File: config.mk
export PLATFORM = sky130hd
export DESIGN_NAME = click_sequencer
export DESIGN_NICKNAME = d
export VERILOG_FILES = /design/src/rtl/click_sequencer.sv
export SDC_FILE = /design/constraint.sdc
export NUM_CORES = 1
export LEC_CHECK = 0
export CAP_MARGIN = 5
export CORE_MARGIN = 2
export CORE_UTILIZATION = 26
export CTS_BUF_LIST = sky130_fd_sc_hd__clkbuf_8
export DETAILED_ROUTE_END_ITERATION = 10
export SYNTH_ARGS = -nofsm -noshare
export SYNTH_HDL_FRONTEND = slang
export SYNTH_SLANG_ARGS = --single-unit
File: constraint.sdc
create_clock -name tck -period 6.7 [get_ports tck]
set_clock_uncertainty 0.1 [all_clocks]
set_input_delay 1.005 -clock tck [delete_from_list [all_inputs] [get_ports tck]]
set_output_delay 1.005 -clock tck [all_outputs]
set_load 0.05 [all_outputs]
File: src/rtl/click_sequencer.sv
// click_sequencer: buffers decoded click commands, issues them one at a
// time to a multi-cycle dial tracker, and accumulates returned crossings.
//
// Ports:
//   tck, test_logic_reset_n         clock / async active-low reset
//   click_valid, click_right_left,
//   click_count, end_of_file        decoded command stream from line_decoder
//   tracker_req, tracker_ready,
//   tracker_right_left,
//   tracker_count                   command issue handshake
//   tracker_done, tracker_crossings completion report from tracker
//   result_valid, result_data       crossing total, final once valid
//   fifo_overflow                   sticky: a command was dropped
//   result_saturated                sticky: accumulator clamped
module click_sequencer #(
    parameter int CLICK_BITS   = 10,
    parameter int RESULT_WIDTH = 16,
    parameter int FIFO_DEPTH   = 4
) (
    input  logic                    tck,
    input  logic                    test_logic_reset_n,
    input  logic                    click_valid,
    input  logic                    click_right_left,
    input  logic [CLICK_BITS-1:0]   click_count,
    input  logic                    end_of_file,
    output logic                    tracker_req,
    input  logic                    tracker_ready,
    output logic                    tracker_right_left,
    output logic [CLICK_BITS-1:0]   tracker_count,
    input  logic                    tracker_done,
    input  logic [CLICK_BITS-1:0]   tracker_crossings,
    output logic                    result_valid,
    output logic [RESULT_WIDTH-1:0] result_data,
    output logic                    fifo_overflow,
    output logic                    result_saturated
);

    localparam int AW    = $clog2(FIFO_DEPTH);
    localparam int SUM_W = ((RESULT_WIDTH > CLICK_BITS) ?
                            RESULT_WIDTH : CLICK_BITS) + 1;

    typedef enum logic [1:0] {
        IDLE,
        ISSUE,
        WAIT,
        DONE
    } state_t;

    state_t state_q;
    state_t state_d;

    // Entry layout: {direction, magnitude}
    logic [CLICK_BITS:0] fifo_mem [FIFO_DEPTH];
    logic [AW:0]         wr_ptr;
    logic [AW:0]         rd_ptr;
    logic                fifo_empty;
    logic                fifo_full;
    logic [CLICK_BITS:0] fifo_head;

    logic eof_q;
    logic click_ok;
    logic push;
    logic drop;
    logic pop;
    logic accum;

    logic [SUM_W-1:0] sum;
    logic             sum_sat;

    // Extra pointer bit separates full from empty
    assign fifo_empty = (wr_ptr == rd_ptr);
    assign fifo_full  = (wr_ptr[AW] != rd_ptr[AW]) &&
                        (wr_ptr[AW-1:0] == rd_ptr[AW-1:0]);
    assign fifo_head  = fifo_mem[rd_ptr[AW-1:0]];

    // Clicks after the eof latch are silently ignored
    assign click_ok = click_valid && !eof_q;
    // A full FIFO still accepts when the head leaves on the same edge
    assign push     = click_ok && (!fifo_full || pop);
    assign drop     = click_ok && fifo_full && !pop;

    assign sum     = SUM_W'(result_data) + SUM_W'(tracker_crossings);
    assign sum_sat = |sum[SUM_W-1:RESULT_WIDTH];

    always_ff @(posedge tck or negedge test_logic_reset_n) begin
        if (!test_logic_reset_n) begin
            state_q <= IDLE;
        end else begin
            state_q <= state_d;
        end
    end

    always_comb begin
        state_d = state_q;
        unique case (state_q)
            IDLE: begin
                if (!fifo_empty) begin
                    state_d = ISSUE;
                end else if (eof_q) begin
                    state_d = DONE;
                end
            end
            ISSUE: begin
                if (tracker_ready) begin
                    state_d = WAIT;
                end
            end
            WAIT: begin
                if (tracker_done) begin
                    state_d = IDLE;
                end
            end
            DONE: state_d = DONE;
            default: state_d = IDLE;
        endcase
    end

    always_comb begin
        tracker_req  = (state_q == ISSUE);
        result_valid = (state_q == DONE);
        pop          = (state_q == IDLE) && !fifo_empty;
        accum        = (state_q == WAIT) && tracker_done;
    end

    always_ff @(posedge tck) begin
        if (push) begin
            fifo_mem[wr_ptr[AW-1:0]] <= {click_right_left, click_count};
        end
    end

    always_ff @(posedge tck or negedge test_logic_reset_n) begin
        if (!test_logic_reset_n) begin
            wr_ptr             <= '0;
            rd_ptr             <= '0;
            eof_q              <= 1'b0;
            fifo_overflow      <= 1'b0;
            tracker_right_left <= 1'b0;
            tracker_count      <= '0;
            result_data        <= '0;
            result_saturated   <= 1'b0;
        end else begin
            if (end_of_file) begin
                eof_q <= 1'b1;
            end
            if (push) begin
                wr_ptr <= wr_ptr + 1'b1;
            end
            if (drop) begin
                fifo_overflow <= 1'b1;
            end
            if (pop) begin
                rd_ptr             <= rd_ptr + 1'b1;
                tracker_right_left <= fifo_head[CLICK_BITS];
                tracker_count      <= fifo_head[CLICK_BITS-1:0];
            end
            if (accum) begin
                if (sum_sat) begin
                    result_data      <= '1;
                    result_saturated <= 1'b1;
                end else begin
                    result_data <= sum[RESULT_WIDTH-1:0];
                end
            end
        end
    end

endmodule

==> summary.txt, run 1 <==
# fillers: 1431
# diodes: 0
critical path type: reg -> out
Max VDD drop: 0.282 mV
fin. max-slew vios: 0
Num CTS Buffers: 9
Rel. slew slack: 35.4%
count of cell types in the netlist: 50
detailed-router iteration count before antenna repair: 4
# DRC: 0
register area: 2270 µm²
post-cts sizing count: 0
Detailed Route Iter0 Violations: 146
status: finished clean
DIE AREA: 16000 µm²
Post-synth EDFFs: 44
Layout Utilization: 33.6%
dpl hpwl: 5.62 mm
setup TNS: 0 ns
pwr dens: 466 nW/µm²
worst hold path startpoint: fifo_overflow
drt total wl: 8.10 mm
largest net degree at the start of global routing: 39
Initial Util: 26.8%
routability cong.: 0.778
first-pass GRT wire length: 13.5 mm
total I/O pin count: 58
Worst Path Max Fanout: 4
Multi-input gate area: 1560 µm²
Post-CTS Setup Inserts: 0
cts hold-fix bufs: 0
core area: 14600 µm²
r2r worst-path depth: 4
Hold Path Cell Cnt: 1
critical path required time: 5.59 ns
post-DR wirelength/cell: 15.4 µm
Seq/Total Area, Yosys: 58.1%
clock sink count: 82
Area growth, synth to finish: 25.3%
Syn Nets: 324
Synth Flop Type: edfxtp_1
clk slew on worst S/H paths: 0.09 ns
worst hold slack: 0.386 ns
synthesized instance count: 276
worst r2r src: rd_ptr[0]
height of the die: 127 µm
Hold Vio Cnt, Final: 0
fraction of registers with async set/reset: 46.3%
Final Critical Period: 3.06 ns
Avg Synthesized Cell Area: 14.2 µm²
initial antenna violation count: 0
Seq cells post-synth: 82
post-route ant nets: 0
vias per std cell: 4.68
max-cap viol count: 0
CTS Root Cell: clkbuf_8
Core Rows: 44
Fmax: 327 MHz
Hold WC Path Type: reg -> reg
CTS tree: yes
total track usage: 10.8%
Die X: 127 µm
WHS Endpoint: fifo_overflow
Critical Path AT: 1.95 ns
Critical R2R Capture: fifo_mem[3][5]
FF-to-FF setup slack: 4.04 ns
vias: 2468
number of global-route vias before repair: 2625
Setup Viol. Count Final: 0
element type at the critical path end: output pin
GR Overflow Total: 0
Max H-tree Level: 3
RSZ-0062 raised after global routing: false
Syn Std Cell Area: 3910 µm²
Clk Latency, worst-skew pair: 0.36 ns
Lkg Pwr: 1.84 nW
synth warn: 0
Layout Nets: 386
Max clock buf depth: 2
Slew @ Worst Pin: 0.968 ns
layout cell share with drive strength beyond 1: 13.7%
crit start category: flop
count of input and output buffers: 57
final cycle utilization of the critical path: 45.7%
## metal layers
layer / track usage (%) / routed length [µm] / up-vias
li1: - / - / 1161
met1: 13.2 / 3570 / 1238
met2: 18.2 / 4030 / 58
met3: 3.16 / 394 / 11
met4: 3.49 / 114 / 0
met5: 0 / 0 / -
## worst max path at each step
stage	to	start
finish	tracker_req	state_q[1]
global route	tracker_req	state_q[1]
CTS	tracker_req	state_q[1]
detailed placement	result_data[5]	tracker_crossings[0]
global placement	result_data[12]	tracker_crossings[0]
floorplan	result_data[12]	tracker_crossings[0]
## Yosys cell counts (4+ instances only)
cell type | instances | area share (%)
dfrtp_1 | 38 | 24
o21ai_0 | 4 | 0.51
mux2_1 | 11 | 3.2
mux4_2 | 11 | 6.3
mux2i_1 | 6 | 1.5
edfxtp_1 | 44 | 34
nor2_1 | 21 | 2.0
a31oi_1 | 9 | 1.4
nand2_1 | 9 | 0.86
and2_1 | 5 | 0.80
ha_1 | 20 | 6.4
nor3_1 | 7 | 0.90
xnor2_1 | 6 | 1.3
xor2_1 | 6 | 1.3
nand3_1 | 8 | 1.0
a21oi_1 | 13 | 1.7
inv_1 | 12 | 1.2
## sequential cells by signal (all words and copies together), names as in the netlist
signal and count:
result_data 16, wr_ptr 3, fifo_mem 44, rd_ptr 3
result_saturated 1, fifo_overflow 1, state_q 2, eof_q 1
tracker_count 10, tracker_right_left 1
## layout make-up
| cell class | instances | area share, % |
|---|---|---|
| Clock inverter | 7 | 2.02 |
| Inverter | 12 | 0.919 |
| Sequential cell | 82 | 46.4 |
| Tap cell | 184 | 4.70 |
| Timing Repair Buffer | 57 | 11.5 |
| Clock buffer | 9 | 2.53 |
| Multi-Input combinational cell | 176 | 31.9 |
## cells by family (layout without fill, tap and decap cells)
group	after synthesis	after routing	synth area share, %
AOI/OAI and AO/OA	45	45	9.12
xor gates and xnor gates	12	12	2.69
adders and majority gates	21	21	6.91
buffers and inverters	18	85	1.89
DFF	82	82	58.1
muxes	32	32	12.3
and+or+nand+nor	66	66	8.99
## worst max-delay path, cell delays in order (launching register included)
cell and delay [ns]:
dfrtp_1 0.43, inv_1 0.12, ha_1 0.22, clkdlybuf4s50_1 0.82
## power by group
part	internal [W]	leakage (nW)	switching, W	total (W)
clock	0.000213	0.111	0.000195	0.000409
sequential	0.000632	0.835	0.000121	0.000753
combinational	0.000455	0.892	0.000667	0.00112
## per-stage QoR
step           cell area, µm²  total power [W]  std cells  setup WS [ns]
2_1_floorplan            3910          0.00157        276           3.91
3_3_place_gp             4680          0.00188        511           3.41
3_5_place_dp             4680          0.00190        511           3.37
4_1_cts                  4900          0.00232        527           3.59
5_1_grt                  4900          0.00243        527           3.54
6_report                 4900          0.00228        527           3.64
## layout by cell type, fill, tap and decap left out, types with 3 or more instances in the layout
| master | instances |
|---|---|
| o21ai_0 | 4 |
| and2_1 | 5 |
| mux2_1 | 11 |
| nor3b_2 | 3 |
| a31oi_1 | 9 |
| nand2_1 | 9 |
| nor2_1 | 21 |
| nand3_1 | 8 |
| nor3_1 | 7 |
| inv_6 | 3 |
| dfrtp_1 | 38 |
| a21oi_1 | 13 |
| mux2i_1 | 6 |
| ha_1 | 20 |
| mux4_2 | 11 |
| clkdlybuf4s50_1 | 56 |
| a21o_1 | 3 |
| xor2_1 | 6 |
| inv_1 | 12 |
| clkbuf_8 | 9 |
| mux2_2 | 3 |
| edfxtp_1 | 44 |
| xnor2_1 | 6 |
Note: power is estimated with default switching activity, not from simulation.
==> inputs of run 2 (changes only) <==
Clock period 6.7 ns to 2.7 ns, I/O delays scaled along.
==> summary.txt, run 2 (synthesis gave the netlist of run 1 again) <==
status: finished clean
initial antenna violation count: 0
slowest CP cell: clkdlybuf4s50_1
total track usage: 11.0%
first-pass GRT wire length: 13.9 mm
Worst Path Max Fanout: 4
Critical Path AT: 1.95 ns
critical path required time: 2.19 ns
CTS Root Cell: clkbuf_8
post-DR wirelength/cell: 15.6 µm
Die X: 127 µm
critical path's largest stage delay: 0.82 ns
Rel. slew slack: 34.9%
Area growth, synth to finish: 26.1%
post-route ant nets: 0
critical path type: reg -> out
Final Critical Period: 2.46 ns
core area: 14600 µm²
dpl hpwl: 5.93 mm
Layout Utilization: 33.8%
DIE AREA: 16000 µm²
# DRC: 0
max-cap viol count: 0
Area after DPL: 4760 µm²
final worst slack: 0.241 ns
cts hold-fix bufs: 0
Max H-tree Level: 3
Core Rows: 44
Critical R2R Capture: result_data[12]
CTS tree: yes
worst r2r src: result_data[0]
vias per std cell: 4.61
Layout Nets: 397
FF-to-FF setup slack: 0.42 ns
Post-CTS Setup Inserts: 0
Fmax: 407 MHz
Max VDD drop: 0.561 mV
crit-path cells: inv_1 > ha_1 > clkdlybuf4s50_1
element type at the critical path end: output pin
Slew @ Worst Pin: 0.977 ns
largest net degree at the start of global routing: 39
pwr dens: 1120 nW/µm²
Max clock buf depth: 2
total I/O pin count: 58
commonest non-fill, non-tap cell in the layout: clkdlybuf4s50_1
r2r worst-path depth: 7
Clk Latency, worst-skew pair: 0.35 ns
GR Overflow Total: 0
dpl ws: 0.0190 ns
Detailed Route Iter0 Violations: 118
vias: 2478
crit start category: flop
Hold Vio Cnt, Final: 0
post-cts sizing count: 0
final cycle utilization of the critical path: 91.1%
clk slew on worst S/H paths: 0.09 ns
clock sink count: 82
worst hold slack: 0.107 ns
Setup Viol. Count Final: 0
Hold WC Path Type: in -> async
RSZ-0062 raised after global routing: false
detailed-router iteration count before antenna repair: 4
number of global-route vias before repair: 2645
count of input and output buffers: 57
final non-filler cell area: 4930 µm²
height of the die: 127 µm
fin. max-slew vios: 0
Initial Util: 26.8%
layout cell share with drive strength beyond 1: 15.8%
Lkg Pwr: 1.88 nW
setup TNS: 0 ns
Num CTS Buffers: 9
max FFs per register: 44
commonest cells after routing, fill and taps aside: clkdlybuf4s50_1 (56), edfxtp_1 (44), dfrtp_1 (38), nor2_1 (21), ha_1 (20)
drt total wl: 8.38 mm
routability cong.: 0.786
# diodes: 0
[run 2: cell count changes in the layout (fill, tap and decap cells not counted)]
cell       change
buf_4         +11
inv_1          +2
bufinv_16      -2
inv_6          -1
clkinv_4       +1
[run 2: final cells by class]
| class | instances | area, µm² |
|---|---|---|
| Fill cell | 1432 | 9660 |
| Sequential cell | 82 | 2270 |
| Multi-Input combinational cell | 176 | 1560 |
| Timing Repair Buffer | 68 | 648 |
| Tap cell | 184 | 230 |
| Clock buffer | 9 | 124 |
| Clock inverter | 7 | 46.3 |
| Inverter | 12 | 45.0 |
[run 2: per-layer routing]
layer	vias to the layer above	track usage, %	wire length, µm
met3	6	3.25	376
met4	0	2.71	61
met2	53	18.9	4180
met1	1235	13.5	3760
met5	-	0	0
li1	1184	-	-
[run 2: how the worst max path moves through the flow]
stage | slack, ns | start | to | depth (start not counted)
after global routing | 0.11 | state_q[1] | tracker_req | 3
after detailed placement | 0.02 | tracker_crossings[0] | result_data[12] | 8
after CTS | 0.20 | state_q[1] | tracker_req | 3
after floorplan | 0.27 | result_data[0] | result_data[12] | 7
final | 0.24 | state_q[1] | tracker_req | 3
after global placement | 0.10 | tracker_crossings[0] | result_data[12] | 8
[run 2: where the power goes]
part	internal (W)	total (W)	switching [W]
Clock	0.000334	0.000794	0.000460
Combinational	0.00118	0.00293	0.00176
Sequential	0.00157	0.00178	0.000213
Total	0.00308	0.00551	0.00243
[run 2: worst max-delay path, delay by kind of cell (launching register included)]
family | cells | cell delay, ns
adders and majority gates | 1 | 0.22
DFF | 1 | 0.43
buffers and inverters | 2 | 0.94
[run 2: metrics by stage]
step,cells,total power [W]
5_1_grt,538,0.00587
2_1_floorplan,276,0.00390
4_1_cts,538,0.00560
3_3_place_gp,522,0.00472
3_5_place_dp,522,0.00478
6_report,538,0.00551
==> inputs of run 3 (changes only) <==
Settings changed: CTS_BUF_LIST sky130_fd_sc_hd__clkbuf_8 to not set, SLEW_MARGIN set to 10.
Clock period 2.7 ns to 2.4 ns, I/O delays scaled along.
==> summary.txt, run 3 (synthesis gave the netlist of run 1 again) <==
status: finished clean
Setup Viol. Count Final: 0
Critical Path AT: 2.34 ns
dpl hpwl: 6.02 mm
routability cong.: 0.815
Hold Path Cell Cnt: 1
worst r2r src: result_data[0]
crit start category: input port
DIE AREA: 16000 µm²
slowest CP cell: clkdlybuf4s50_1
Internal: 0.00403 W
Lkg Pwr: 2.02 nW
Layout Nets: 414
layout cell share with drive strength beyond 1: 20.2%
Max clock buf depth: 2
critical path required time: 2.52 ns
# fillers: 1406
Switching Share: 41.2%
CTS tree: yes
crit-path cells: clkdlybuf4s50_1 > ha_1 > fa_1 > a21o_1 > nand4_2 > a21oi_4 > o2111ai_1 > mux2_1
Area growth, synth to finish: 33.0%
# diodes: 0
critical path type: in -> reg
post-DR wirelength/cell: 15.1 µm
total track usage: 11.1%
Max H-tree Level: 3
Max VDD drop: 0.573 mV
FF-to-FF setup slack: 0.22 ns
initial antenna violation count: 0
Reg power frac: 29.2%
clock sink count: 82
GR Overflow Total: 0
height of the die: 127 µm
total I/O pin count: 58
commonest non-fill, non-tap cell in the layout: clkdlybuf4s50_1
r2r worst-path depth: 7
first-pass GRT wire length: 13.9 mm
commonest cells after routing, fill and taps aside: clkdlybuf4s50_1 (55), edfxtp_1 (44), dfrtp_1 (37), buf_4 (27), nor2_1 (21)
Die X: 127 µm
Worst Path Max Fanout: 4
max-cap viol count: 0
vias per std cell: 4.59
largest net degree at the start of global routing: 25
drt total wl: 8.40 mm
max FFs per register: 44
Buf/Inv on CP: 1
worst hold path startpoint: fifo_overflow
Initial Util: 26.8%
element type at the critical path end: flop
delay-heaviest family, CP: adder cells
Core Rows: 44
fin. max-slew vios: 0
Hold WC Path Type: reg -> reg
final cycle utilization of the critical path: 92.5%
# DRC: 0
Num CTS Buffers: 9
Critical R2R Capture: result_data[12]
Detailed Route Iter0 Violations: 150
number of global-route vias before repair: 2724
Clk network pwr share: 20.4%
Slew @ Worst Pin: 0.603 ns
final non-filler cell area: 5200 µm²
Rel. slew slack: 59.8%
Layout Utilization: 35.7%
Area after DPL: 4890 µm²
post-route ant nets: 0
Hold Vio Cnt, Final: 0
Sw Pwr: 0.00283 W
clk slew on worst S/H paths: 0.06 ns
Inst Count DP: 538
CTS Root Cell: clkbuf_16
Total Power: 0.00686 W
vias: 2548
count of input and output buffers: 57
Post-CTS Setup Inserts: 0
WHS Endpoint: fifo_overflow
critical path's largest stage delay: 0.41 ns
Clk Latency, worst-skew pair: 0.33 ns
Fmax: 450 MHz
core area: 14600 µm²
Final Critical Period: 2.22 ns
pwr dens: 1320 nW/µm²
RSZ-0062 raised after global routing: false
fin cells: 555
detailed-router iteration count before antenna repair: 4
Gate power share: 50.4%
[run 3: cell count changes in the layout (fill, tap and decap cells not counted)]
cell	change
buf_12	+1
buf_4	+16
bufinv_16	+1
clkbuf_16	+9
clkbuf_8	-9
clkdlybuf4s50_1	-1
clkinv_1	+1
clkinv_4	-1
dfrtp_1	-1
dfrtp_2	+1
dlygate4sd3_1	+1
inv_1	-2
inv_8	+1
[run 3: metal layers]
metal  GRT usage [%]  vias to the layer above  part of all wire [%]
li1                -                     1221                     -
met4            2.52                        0                  0.80
met1            13.4                     1265                    44
met3            3.58                        6                   4.6
met2            19.4                       56                    51
met5               0                        -                     0
[run 3: worst max path at each step]
stage                                     from              end  slack [ns]  cells past startpoint
after floorplan                 result_data[5]  result_data[12]        0.04                      6
after global placement    tracker_crossings[0]  result_data[12]       -0.14                      8
after detailed placement  tracker_crossings[0]  result_data[12]       -0.19                      8
after CTS                 tracker_crossings[0]  result_data[12]        0.16                      8
after global routing      tracker_crossings[0]  result_data[12]        0.07                      8
final                     tracker_crossings[0]  result_data[12]        0.18                      8
[run 3: stage by stage]
step / hold WS [ns] / TNS (ns) / setup WS [ns]
global placement: 0.324 / -0.885 / -0.144
detailed placement: 0.323 / -1.20 / -0.192
global route: 0.384 / 0 / 0.0738
floorplan: -0.0356 / 0 / 0.0379
CTS: 0.367 / 0 / 0.159
finish: 0.363 / 0 / 0.179
[run 3: power groups by stage]
| stage | logic [W] | clock network [W] | registers, W |
|---|---|---|---|
| floorplan | 0.00161 | 0 | 0.00277 |
| global placement | 0.00343 | 0 | 0.00202 |
| detailed placement | 0.00349 | 0 | 0.00203 |
| CTS | 0.00350 | 0.00145 | 0.00201 |
| global route | 0.00375 | 0.00150 | 0.00205 |
| finish | 0.00346 | 0.00140 | 0.00200 |
[run 3: repair_timing]
item	CTS	global route
gates resized for setup	0	0
endpoints found under the hold margin	22	0
hold buffers	1	0
[run 3: layout make-up]
cell class	count	area, µm²	share of cell area [%]
clock buffers	9	225	4.33
clock inverters	7	75.1	1.44
inverters	12	45.0	0.866
multi-input cells	176	1560	30.1
flip-flops and latches	82	2270	43.7
well taps	184	230	4.43
repair buffers	85	788	15.2
